--- src/rtl/svetofor_pkg.sv ---
// Shared types for the multi-approach stoplight: phase encoding, lamp triple
// and the round-robin index step.
package svetofor_pkg;

  typedef enum logic [2:0] {
    ALL_RED = 3'd0,
    RED_YEL = 3'd1,
    GREEN   = 3'd2,
    BLINK   = 3'd3,
    YELLOW  = 3'd4,
    NIGHT   = 3'd5
  } phase_e;

  typedef struct packed {
    logic red;
    logic yellow;
    logic green;
  } lamp_t;

  localparam lamp_t LAMP_OFF = '{red: 1'b0, yellow: 1'b0, green: 1'b0};
  localparam lamp_t LAMP_RED = '{red: 1'b1, yellow: 1'b0, green: 1'b0};
  localparam lamp_t LAMP_RY  = '{red: 1'b1, yellow: 1'b1, green: 1'b0};
  localparam lamp_t LAMP_YEL = '{red: 1'b0, yellow: 1'b1, green: 1'b0};
  localparam lamp_t LAMP_GRN = '{red: 1'b0, yellow: 1'b0, green: 1'b1};

  // Next approach in round-robin order, wrapping at n-1.
  function automatic logic [1:0] idx_inc(input logic [1:0] idx, input int n);
    if (int'(idx) >= n - 1) return 2'd0;
    return idx + 2'd1;
  endfunction

endpackage

--- src/rtl/svetofor_if.sv ---
// Lamp/phase bundle between the intersection controller and the board top.
// Carries ped_req only when SVETOFOR_PED_REQ_EN is defined.
interface svetofor_if #(parameter int N_APPR = 2);
  logic              night;
  logic [N_APPR-1:0] red;
  logic [N_APPR-1:0] yellow;
  logic [N_APPR-1:0] green;
  logic [1:0]        active_idx;
  logic [2:0]        phase;
`ifdef SVETOFOR_PED_REQ_EN
  logic [N_APPR-1:0] ped_req;

  modport master (input night, input ped_req,
                  output red, output yellow, output green,
                  output active_idx, output phase);
  modport slave  (output night, output ped_req,
                  input red, input yellow, input green,
                  input active_idx, input phase);
`else
  modport master (input night,
                  output red, output yellow, output green,
                  output active_idx, output phase);
  modport slave  (output night,
                  input red, input yellow, input green,
                  input active_idx, input phase);
`endif
endinterface

--- src/rtl/svetofor_phase_timer.sv ---
// Free-running TW-bit tick counter with synchronous clear and a terminal-count
// flag at cnt == lim; shared by phase durations and night-flash half-periods.
module svetofor_phase_timer #(
  parameter int TW = 8
) (
  input  logic          time_signal,
  input  logic          reset,
  input  logic          clr,
  input  logic [TW-1:0] lim,
  output logic [TW-1:0] cnt,
  output logic          tc
);

  always_ff @(posedge time_signal) begin
    if (reset || clr) cnt <= '0;
    else              cnt <= cnt + 1'b1;
  end

  assign tc = (cnt == lim);

endmodule

--- src/rtl/svetofor_intersection.sv ---
// Round-robin N_APPR-approach stoplight with all-red clearance, red+yellow
// prepare, blinking green and night flash. Optional SVETOFOR_PED_REQ_EN.
module svetofor_intersection #(
  parameter int N_APPR     = 2,
  parameter int TW         = 8,
  parameter int ALLRED_T   = 4,
  parameter int REDYEL_T   = 4,
  parameter int GREEN_T    = 52,
  parameter int BLNK_T     = 8,
  parameter int YELLOW_T   = 6,
  parameter int NIGHT_HALF = 2,
  parameter int MIN_GREEN  = 20
) (
  input  logic       time_signal,
  input  logic       reset,
  svetofor_if.master bus
);
  import svetofor_pkg::*;

  phase_e                   state_q, state_d;
  logic [1:0]               idx_q, idx_d;
  logic                     flash_q, flash_d;
  lamp_t [N_APPR-1:0]       lamp_q, lamp_d;
  logic [TW-1:0]            lim, cnt, timer_d;
  logic                     tc, clr, ped_cut;

  always_comb begin
    case (state_q)
      ALL_RED: lim = TW'(ALLRED_T - 1);
      RED_YEL: lim = TW'(REDYEL_T - 1);
      GREEN:   lim = TW'(GREEN_T - 1);
      BLINK:   lim = TW'(BLNK_T - 1);
      YELLOW:  lim = TW'(YELLOW_T - 1);
      default: lim = TW'(NIGHT_HALF - 1);
    endcase
  end

  svetofor_phase_timer #(.TW(TW)) u_timer (
    .time_signal (time_signal),
    .reset       (reset),
    .clr         (clr),
    .lim         (lim),
    .cnt         (cnt),
    .tc          (tc)
  );

`ifdef SVETOFOR_PED_REQ_EN
  logic [N_APPR-1:0] ped_pend, pend_clr;

  // Only a waiting request from another approach may cut the current green.
  assign ped_cut  = (|(ped_pend & ~(N_APPR'(1) << idx_q))) && (cnt >= TW'(MIN_GREEN - 1));
  assign pend_clr = (state_d == RED_YEL && state_q != RED_YEL) ? (N_APPR'(1) << idx_d) : '0;

  always_ff @(posedge time_signal) begin
    if (reset) ped_pend <= '0;
    else       ped_pend <= (ped_pend & ~pend_clr) | bus.ped_req;
  end
`else
  assign ped_cut = 1'b0;
`endif

  always_comb begin
    state_d = state_q;
    idx_d   = idx_q;
    flash_d = flash_q;
    case (state_q)
      ALL_RED: if (tc) begin
        if (bus.night) begin
          state_d = NIGHT;
          flash_d = 1'b1;
        end else begin
          state_d = RED_YEL;
          idx_d   = idx_inc(idx_q, N_APPR);
        end
      end
      RED_YEL: if (tc) state_d = GREEN;
      GREEN:   if (tc || ped_cut) state_d = BLINK;
      BLINK:   if (tc) state_d = YELLOW;
      YELLOW:  if (tc) state_d = ALL_RED;
      NIGHT: begin
        if (!bus.night) state_d = ALL_RED;
        else if (tc)    flash_d = ~flash_q;
      end
      default: state_d = ALL_RED;
    endcase
  end

  // Night timer wraps each half-period; otherwise it clears on phase change.
  assign clr     = (state_d != state_q) || (state_q == NIGHT && tc);
  assign timer_d = clr ? '0 : cnt + 1'b1;

  // Lamps decoded from next-state values so the outputs come straight off flops.
  always_comb begin
    lamp_d = {N_APPR{LAMP_RED}};
    for (int i = 0; i < N_APPR; i++) begin
      if (state_d == NIGHT) begin
        lamp_d[i] = flash_d ? LAMP_YEL : LAMP_OFF;
      end else if (idx_d == 2'(i)) begin
        case (state_d)
          RED_YEL: lamp_d[i] = LAMP_RY;
          GREEN:   lamp_d[i] = LAMP_GRN;
          BLINK:   lamp_d[i] = timer_d[0] ? LAMP_OFF : LAMP_GRN;
          YELLOW:  lamp_d[i] = LAMP_YEL;
          default: lamp_d[i] = LAMP_RED;
        endcase
      end
    end
  end

  always_ff @(posedge time_signal) begin
    if (reset) begin
      state_q <= ALL_RED;
      idx_q   <= 2'(N_APPR - 1);
      flash_q <= 1'b0;
      lamp_q  <= {N_APPR{LAMP_RED}};
    end else begin
      state_q <= state_d;
      idx_q   <= idx_d;
      flash_q <= flash_d;
      lamp_q  <= lamp_d;
    end
  end

  for (genvar g = 0; g < N_APPR; g++) begin : g_lamp
    assign bus.red[g]    = lamp_q[g].red;
    assign bus.yellow[g] = lamp_q[g].yellow;
    assign bus.green[g]  = lamp_q[g].green;
  end

  assign bus.active_idx = idx_q;
  assign bus.phase      = state_q;

endmodule

--- src/flat_wrapper.sv ---
// flat-port wrapper written by rule: the top's interface ports become plain ports
module svetofor_intersection_flat import svetofor_pkg::*;
#(
  parameter int N_APPR     = 2,
  parameter int TW         = 8,
  parameter int ALLRED_T   = 4,
  parameter int REDYEL_T   = 4,
  parameter int GREEN_T    = 52,
  parameter int BLNK_T     = 8,
  parameter int YELLOW_T   = 6,
  parameter int NIGHT_HALF = 2,
  parameter int MIN_GREEN  = 20
)
  (time_signal, reset, bus_night, bus_red, bus_yellow, bus_green, bus_active_idx, bus_phase);
  svetofor_if #(.N_APPR(N_APPR)) bus_i ();
  input  logic time_signal;
  input  logic reset;
  input wire logic [$bits(bus_i.night)-1:0] bus_night;
  output wire logic [$bits(bus_i.red)-1:0] bus_red;
  output wire logic [$bits(bus_i.yellow)-1:0] bus_yellow;
  output wire logic [$bits(bus_i.green)-1:0] bus_green;
  output wire logic [$bits(bus_i.active_idx)-1:0] bus_active_idx;
  output wire logic [$bits(bus_i.phase)-1:0] bus_phase;
  assign bus_i.night = bus_night;
  assign bus_red = bus_i.red;
  assign bus_yellow = bus_i.yellow;
  assign bus_green = bus_i.green;
  assign bus_active_idx = bus_i.active_idx;
  assign bus_phase = bus_i.phase;
  svetofor_intersection #(.N_APPR(N_APPR), .TW(TW), .ALLRED_T(ALLRED_T), .REDYEL_T(REDYEL_T), .GREEN_T(GREEN_T), .BLNK_T(BLNK_T), .YELLOW_T(YELLOW_T), .NIGHT_HALF(NIGHT_HALF), .MIN_GREEN(MIN_GREEN)) u_core (.time_signal(time_signal), .reset(reset), .bus(bus_i));
endmodule
--- config.mk ---
export PLATFORM = sky130hd
export DESIGN_NAME = svetofor_intersection_flat
export DESIGN_NICKNAME = d
export VERILOG_FILES = /design/src/rtl/svetofor_pkg.sv /design/src/rtl/svetofor_if.sv /design/src/rtl/svetofor_phase_timer.sv /design/src/rtl/svetofor_intersection.sv /design/src/flat_wrapper.sv
export SDC_FILE = /design/constraint.sdc
export NUM_CORES = 1
export LEC_CHECK = 0
export ABC_AREA = 0
export CORE_MARGIN = 2
export CORE_UTILIZATION = 53
export CTS_CLUSTER_SIZE = 30
export DETAILED_ROUTE_END_ITERATION = 7
export HOLD_SLACK_MARGIN = 0.05
export PLACE_DENSITY = 0.79
export SLEW_MARGIN = 5
export SYNTH_ARGS = -nofsm -noshare
export SYNTH_HDL_FRONTEND = slang
export SYNTH_SLANG_ARGS = --single-unit
--- constraint.sdc ---
create_clock -name time_signal -period 2.55 [get_ports time_signal]
set_input_delay 0.765 -clock time_signal [delete_from_list [all_inputs] [get_ports time_signal]]
set_output_delay 0.765 -clock time_signal [all_outputs]
set_load 0.02 [all_outputs]
==> Word level (Yosys, flattened, before mapping) <==
Index checks and enable logic that the tools add are counted.
{ "totals": {"ff_bits": 20, "in_bits": 3, "out_inout_bits": 11, "wordCells": 64} }
{ "op_classes": {"addsub": 2, "n_lt_le_gt_ge": 1, "eq_ne": 13, "n_mux": 31, "n_bitwise": 1, "reduce_logical": 6} }
{ "ops": {"columns": ["cell", "count"], "rows": [
  ["3-bit 2-to-1 mux", 11],
  ["6-bit case mux with 4 select lines", 1],
  ["3-bit case mux with 6 select lines", 1],
  ["3-bit by 2-bit == test with 1-bit output, second input constant", 4],
  ["3-bit == test, second input constant", 4],
  ["2-bit 2-to-1 mux", 6],
  ["3-bit case mux with 4 select lines", 1],
  ["1-bit 2-to-1 mux", 10],
  ["8-bit by 1-bit adder with 8-bit output, second input constant", 1],
  ["8-bit == test", 1],
  ["3-bit by 1-bit == test with 1-bit output, second input constant", 2],
  ["3-bit logical NOT", 1],
  ["3-bit inequality test", 1],
  ["2-bit by 1-bit adder with 2-bit output, second input constant", 1],
  ["2-bit by 1-bit == test with 1-bit output, second input constant", 1],
  ["2-bit by 1-bit greater-or-equal comparator with 1-bit output, second input constant", 1],
  ["2-bit logical NOT", 1],
  ["1-bit logical OR", 2],
  ["1-bit case mux with 2 select lines", 1],
  ["2-bit OR reduction", 1],
  ["1-bit logical AND", 1],
  ["1-bit NOT", 1]
]} }

==> Longest topological paths before layout <==
Gate-level depths: netlist of run 1.
{ "depth": {"word_depth": 13, "ltp_mapped": 7, "ltp_nobuf": 6} }

==> Cells and area by module <==
A second synthesis of run 1 with hierarchy kept.
{ "hier_totals": {"hier_cells": 137, "hier_area_um2": 1129.8} }
{ "modules_own_cells": {"columns": ["mod", "n_inst", "cells_per_inst", "area_each_um2"], "rows": [
  ["svetofor_intersection", 1, 90, 724.4],
  ["svetofor_phase_timer", 1, 47, 405.4]
]} }

==> Worst setup path before layout of run 1 <==
OpenSTA, ideal clock, no wires.
{ "synth_path": {"kind": "reg-to-reg", "startpoint": "register u_core.state_q[1], in the netlist u_core.bus.phase[1]", "endpoint": "register u_core.lamp_q (netlist bit u_core.bus.yellow[1])", "t_arrival_ns": 1.964, "required_ns": 2.458, "setup_slack_ns": 0.494, "path_stages_with_launch": 7, "cell_sequence": "dfxtp_1 nor3b_2 mux2i_2 nand4_1 nor3b_1 a31oi_1 o32ai_1"} }
{ "synth_between": {"elab_chain_cells": 10} }
{ "synth_lines": {"columns": ["item", "line_no", "rtl"], "rows": [
  ["from (decl)", "svetofor_intersection.sv:20", "phase_e state_q, state_d;"],
  ["from (signal assigned)", "svetofor_intersection.sv:117", "state_q <= state_d;"],
  ["3-bit by 1-bit == test with 1-bit output or 3-bit logical NOT (tied branches)", "svetofor_intersection.sv:28, svetofor_intersection.sv:66", null],
  ["2-bit OR reduction (no source line)", null, null],
  ["6-bit case mux with 4 select lines", "svetofor_intersection.sv:28", "case (state_q)"],
  ["8-bit == test", "svetofor_phase_timer.sv:19", "assign tc = (cnt == lim);"],
  ["3-bit 2-to-1 mux (on tied branches)", null, null],
  ["3-bit case mux with 6 select lines", "svetofor_intersection.sv:66", "case (state_q)"],
  ["3-bit == test (tied with other cells)", "svetofor_intersection.sv:99", "case (state_d)"],
  ["3-bit case mux with 4 select lines", "svetofor_intersection.sv:99", null],
  ["3-bit 2-to-1 mux", "svetofor_intersection.sv:98", "end else if (idx_d == 2'(i)) begin"],
  ["3-bit 2-to-1 mux *", "svetofor_intersection.sv:96", "if (state_d == NIGHT) begin"],
  ["to (signal assigned)", "svetofor_intersection.sv:115", "lamp_q <= {N_APPR{LAMP_RED}};"],
  ["to (signal assigned)", "svetofor_intersection.sv:120", "lamp_q <= lamp_d;"],
  ["to (decl)", "svetofor_intersection.sv:23", "lamp_t [N_APPR-1:0] lamp_q, lamp_d;"]
]} }
Mark *: on every way between the ends. The rest lies on a longest branch, timed or not.
A chain may end at the register's enable or synchronous reset.

==> Worst setup path in the final report of run 1 <==
{ "layout_path": {"startpoint": "register u_core.state_q[0], in the netlist u_core.bus.phase[0]", "endpoint": "output port bus_phase[0]"} }
{ "layout_rtl": {"columns": ["item", "line_no", "rtl"], "rows": [
  ["to (decl)", "flat_wrapper.sv:23", "output wire logic [$bits(bus_i.phase)-1:0] bus_phase;"]
]} }
No word-level cell between the ends.

==> reports/metrics.csv, run 1 <==
stage,metric,value,unit
run_status,status,"complete, no violations",
timing,timing.fmax,433,MHz
finish,n_antenna_cell,0,
setup_path,crit_family,buffers and inverters,
timing,finalSetupViolations,0,
timing,finalHoldViolations,0,
floorplanning,ios,14,
timing,slew_viol_final,0,
finish,nNetsFinal,146,
setup_path,crit_path_max_fanout,11,
logic_synthesis,syn-instance-count,125,
logic_synthesis,ys_warn_count,0,
setup_path,startpoint_type,flop,
logic_synthesis,synth_area,1080,um2
clock_network,post_cts_buffers,0,
floorplanning,fp.dieH,49.2,um
clock_network,cts_resized,0,
placed_design,gp_congestion,0.884,
global_route,overflow,0,
routing,avgViaCountPerCell,5.52,
setup_path,cpPeakStageDelay,0.68,ns
clock_network,clock_latency,0.30,ns
finish,seq_area,400,um2
logic_synthesis,yosysUniqueCellTypes,46,
power_and_ir_drop,p_comb_share,22.3,%
timing,period_share,90.7,%
power_and_ir_drop,ir_drop,0.372,mV
setup_path,critPathCaptureType,output port,
setup_path,cp.required,1.79,ns
logic_synthesis,synth_top_area_share,36.9,%
logic_synthesis,syn_nets,130,
floorplanning,initial_core_util,55.9,%
global_route,grt_max_degree,13,
routing,wl_per_cell,12.3,um
clock_network,clock_sinks,20,
timing,max_slew_margin,73.5,%
setup_path,slowest_stage,clkdlybuf4s50_1,
clock_network,path_clk_slew,0.11,ns
routing,drc,0,
logic_synthesis,yosys-top-cells-count,"dfxtp_1 (20), nor2_1 (19), nand3_1 (6), xor2_1 (6)",
floorplanning,core,1940,um2
timing,min_period,2.31,ns
timing,skew,0.00472,ns
placed_design,placed_area,1240,um2
clock_network,cts_tree,done,
placed_design,portBuffers,13,
logic_synthesis,ys_ff_latch,20,
logic_synthesis,post-synth-top-count-cell,dfxtp_1,
setup_path,arrival,1.55,ns
routing,drt-initial-drc-count,23,
job,maxCapViolCount,0,
placed_design,dp_hpwl,1.56,mm
power_and_ir_drop,power_frac_clock,26.3,%
clock_network,numCtsBuffers,3,
timing,rsz0062_at_grt,false,
timing,fin_setup_tns,0,ns
finish,drive_gt1_share,13.6,%
setup_path,critical_path_class,reg2out,
finish,final_core_util,66.2,%
global_route,grt_pass1_wl,3.51,mm
logic_synthesis,ys.flop_type,dfxtp_1,
routing,vias,922,
global_route,grt_use_total,18.7,%
floorplanning,die-area,2420,um2
power_and_ir_drop,seq_power_share,51.4,%
power_and_ir_drop,swShare,28.9,%
clock_network,ctsHtreeMaxLevel,1,
floorplanning,die_w,49.2,um
floorplanning,row_count,16,
power_and_ir_drop,p_leak,0.000478,uW
routing,wirelength,2.06,mm
power_and_ir_drop,power,687,uW
timing,tightest_slew,0.390,ns
finish,area_growth,18.5,%
global_route,grt_pass1_vias,837,
setup_path,worstPathBufferInverterCount,1,
global_route,antenna_found_initial,0,
power_and_ir_drop,p_int,489,uW
setup_path,crit_chain,clkdlybuf4s50_1,
routing,firstDrtPassIters,4,
power_and_ir_drop,p_per_area,535,nW/um2
min_path,hold_path.class,reg2reg,
logic_synthesis,seq_area_frac_synth,36.9,%
finish,multi_input_area,643,um2
timing,holdWs,0.524,ns
logic_synthesis,synth.area.top_cells,"dfxtp_1 (37%), nor2_1 (6.6%), xor2_1 (4.8%), a31oi_1 (2.9%), nand3_1 (2.8%)",
clock_network,cts-root-buf,clkbuf_4,
logic_synthesis,avgSynthCellArea,8.68,um2
routing,ant_nets,0,
clock_network,clk_path_buf_depth,2,
logic_synthesis,synth_top_area_cell,dfxtp_1,
clock_network,cts_hold_buf,0,
logic_synthesis,synth-edff-count,0,
finish,num-fill-cells,176,
logic_synthesis,async_flop_share,0,%
finish,fin_area,1280,um2
power_and_ir_drop,switchingPower,198,uW
stage by stage:
stage          setup slack (ns)  std cells
5_1_grt                   0.153        167
3_5_place_dp             0.0217        162
6_report                  0.238        167
3_3_place_gp             0.0705        162
4_1_cts                   0.235        166
2_1_floorplan             0.494        125
final cells by class:
| cell class | instances | share of cell area, % |
|---|---|---|
| Clock buffer | 4 | 2.82 |
| Inverter | 5 | 1.46 |
| Multi-Input combinational cell | 95 | 50.0 |
| Sequential cell | 20 | 31.2 |
| Tap cell | 27 | 2.63 |
| Timing Repair Buffer | 16 | 11.9 |
state kept, by name, indices dropped and copies added (netlist names):
signal and count:
u_core.bus.red 2, u_core.flash_q 1, u_core.bus.phase 3, u_core.bus.yellow 2, u_core.u_timer.cnt 8, u_core.bus.green 2
u_core.bus.active_idx 2
cells by family after synthesis:
family,share of synthesized area [%]
xor gates and xnor gates,7.27
buffers and inverters,3.81
AOI/OAI and AO/OA,16.8
and+or+nand+nor,29.8
DFF,36.9
adders and majority gates,2.31
muxes,3.11
power by group through the flow:
stage / combinational (uW) / clock, uW / sequential (uW)
after global routing: 169 / 201 / 356
after detailed placement: 152 / 0 / 360
after global placement: 150 / 0 / 360
final: 153 / 181 / 353
after floorplan: 109 / 0 / 361
after CTS: 153 / 186 / 353
per-layer routing:
layer	up-vias	share of wire (%)	global-route usage (%)
met4	0	1.1	7.14
met1	433	48	22.7
met5	-	0	0
met2	14	48	31.3
li1	471	-	-
met3	4	3.5	5.21
path summary, 6_finish.rpt:
check	start	to	slack, ns	cells after the start
hold reg to reg	u_core.u_timer.cnt[0]$_SDFF_PP0_	u_core.u_timer.cnt[0]$_SDFF_PP0_	0.52	1
setup reg to reg	u_core.bus.phase[0]$_SDFF_PP0_	u_core.bus.red[0]$_SDFF_PP1_	0.44	7
setup / recovery	u_core.bus.phase[0]$_SDFF_PP0_	bus_phase[0]	0.24	1
hold / removal	u_core.u_timer.cnt[0]$_SDFF_PP0_	u_core.u_timer.cnt[0]$_SDFF_PP0_	0.52	1
cells in the final DEF, fill, tap and decap left out, types with 2 or more instances in the layout:
| cell type | count |
|---|---|
| and2_1 | 2 |
| a21oi_1 | 2 |
| and3_1 | 3 |
| clkbuf_4 | 3 |
| xnor2_1 | 3 |
| ha_1 | 2 |
| xor2_1 | 6 |
| nor3b_1 | 2 |
| a31oi_1 | 5 |
| nor2_1 | 19 |
| clkdlybuf4s50_1 | 13 |
| nand2_1 | 5 |
| dfxtp_1 | 20 |
| nand2b_1 | 2 |
| buf_4 | 3 |
| mux2i_1 | 2 |
| nor3_1 | 2 |
| o21ai_0 | 3 |
| inv_1 | 5 |
| nand3_1 | 6 |
| or2_2 | 3 |
| nand3b_1 | 3 |
(Power assumes the default switching activity.)
==> run 2: changes to the inputs <==
--- a/config.mk
+++ b/config.mk
@@ -6,8 +6,10 @@
 export NUM_CORES = 1
 export LEC_CHECK = 0
 export ABC_AREA = 0
+export CELL_PAD_IN_SITES_DETAIL_PLACEMENT = 1
+export CELL_PAD_IN_SITES_GLOBAL_PLACEMENT = 1
 export CORE_MARGIN = 2
-export CORE_UTILIZATION = 53
+export CORE_UTILIZATION = 40
 export CTS_CLUSTER_SIZE = 30
 export DETAILED_ROUTE_END_ITERATION = 7
 export HOLD_SLACK_MARGIN = 0.05
==> reports/metrics.csv, run 2 (synthesis gave the netlist of run 1 again) <==
stage,metric,value,unit
setup_path,critPathCaptureType,flop,
setup_path,worstRegToRegCells,6,
setup_path,crit_path_max_fanout,10,
clock_network,ctsHtreeMaxLevel,1,
finish,num-fill-cells,311,
clock_network,cts-root-buf,clkbuf_4,
routing,firstDrtPassIters,4,
power_and_ir_drop,p_per_area,514,nW/um2
finish,drive_gt1_share,12.9,%
routing,ant_nets,0,
floorplanning,core,2520,um2
routing,vias,922,
timing,skew,0.00403,ns
power_and_ir_drop,ir_drop,0.315,mV
routing,wirelength,2.47,mm
clock_network,numCtsBuffers,3,
timing,max_slew_margin,74.4,%
routing,avgViaCountPerCell,5.46,
timing,fin_setup_tns,0,ns
placed_design,portBuffers,13,
finish,largest_register_ffs,8,
run_status,status,"complete, no violations",
finish,seq_area,400,um2
finish,final_cells,169,
finish,final_common_cell,dfxtp_1,
setup_path,startpoint_type,flop,
min_path,hold_path.class,reg2reg,
global_route,grt_pass1_wl,4.27,mm
timing,finalSetupViolations,0,
floorplanning,ios,14,
timing,slew_viol_final,0,
global_route,antenna_found_initial,0,
timing,period_share,90.1,%
timing,timing.fmax,435,MHz
global_route,grt_max_degree,13,
setup_path,critical_path_class,reg2reg,
min_path,min_path_cells,1,
placed_design,dp_cells,166,
finish,n_antenna_cell,0,
global_route,overflow,0,
power_and_ir_drop,p_leak,0.000473,uW
clock_network,path_clk_slew,0.10,ns
timing,min_period,2.30,ns
finish,multi_input_area,652,um2
timing,finalHoldViolations,0,
placed_design,gp_congestion,0.827,
routing,drt-initial-drc-count,4,
timing,rsz0062_at_grt,false,
routing,drc,0,
timing,tightest_slew,0.383,ns
floorplanning,fp.dieH,56.1,um
global_route,grt_pass1_vias,944,
floorplanning,row_count,18,
floorplanning,die-area,3140,um2
floorplanning,die_w,56.1,um
placed_design,dp_hpwl,1.87,mm
routing,wl_per_cell,14.6,um
setup_path,cp.required,2.76,ns
setup_path,arrival,2.51,ns
finish,final_cell_mix,"dfxtp_1 (20), nor2_1 (19), clkdlybuf4s50_1 (13)",
power_and_ir_drop,power,660,uW
clock_network,cts_hold_buf,0,
finish,area_growth,18.3,%
clock_network,post_cts_buffers,0,
job,maxCapViolCount,0,
floorplanning,initial_core_util,43.0,%
clock_network,clock_latency,0.30,ns
clock_network,clock_sinks,20,
global_route,grt_use_total,17.1,%
clock_network,cts_tree,done,
finish,top_register,u_core.u_timer.cnt,
finish,nNetsFinal,146,
clock_network,clk_path_buf_depth,2,
[run 2: cell types whose count changed in the layout (fill, tap and decap cells not counted), sizes merged]
cell    delta
clkbuf     -1
[run 2: final timing paths]
check	slack [ns]	end	from
max reg2reg	0.25	u_core.bus.yellow[1]$_SDFF_PP0_	u_core.bus.phase[1]$_SDFF_PP0_
min reg2reg	0.52	u_core.u_timer.cnt[0]$_SDFF_PP0_	u_core.u_timer.cnt[0]$_SDFF_PP0_
min	0.52	u_core.u_timer.cnt[0]$_SDFF_PP0_	u_core.u_timer.cnt[0]$_SDFF_PP0_
max	0.25	u_core.bus.yellow[1]$_SDFF_PP0_	u_core.bus.phase[1]$_SDFF_PP0_
[run 2: routing by layer]
layer | track usage [%] | part of all wire [%]
met5 | 0 | 0
met3 | 4.42 | 2.7
met2 | 31.3 | 52
met1 | 20.1 | 46
met4 | 3.06 | 0
[run 2: stage by stage]
stage                     util (%)  instance area (um2)  hold WS [ns]  setup slack [ns]
final                         50.9                 1280         0.522             0.252
after global routing          50.9                 1280         0.556            0.0202
after CTS                     50.5                 1270         0.521             0.160
after detailed placement      49.7                 1250         0.496            0.0345
after global placement        49.7                 1250         0.493            0.0861
after floorplan                  -                 1080         0.454             0.494
[run 2: timing repair]
item	in CTS	in global routing
hold endpoints to repair	0	0
gates resized for setup	0	1
endpoints found under the setup margin	0	1
[run 2: power breakdown]
group | internal [uW] | total [uW] | switching (uW)
sequential | 330 | 350 | 20.2
clock | 55.0 | 146 | 90.6
combinational | 74.1 | 164 | 90.1
[run 2: cell type report]
| class | instances | area share (%) |
|---|---|---|
| Tap cell | 30 | 2.92 |
| Timing Repair Buffer | 16 | 11.9 |
| Inverter | 5 | 1.46 |
| Multi-Input combinational cell | 95 | 50.8 |
| Clock buffer | 3 | 1.75 |
| Sequential cell | 20 | 31.2 |
[run 2: critical path: stages, from the launching register on]
cell,delay [ns]
dfxtp_1,0.50
nor3b_2,0.32
mux2i_4,0.39
nand4_1,0.33
nor3b_1,0.28
a31oi_1,0.11
o32ai_1,0.27
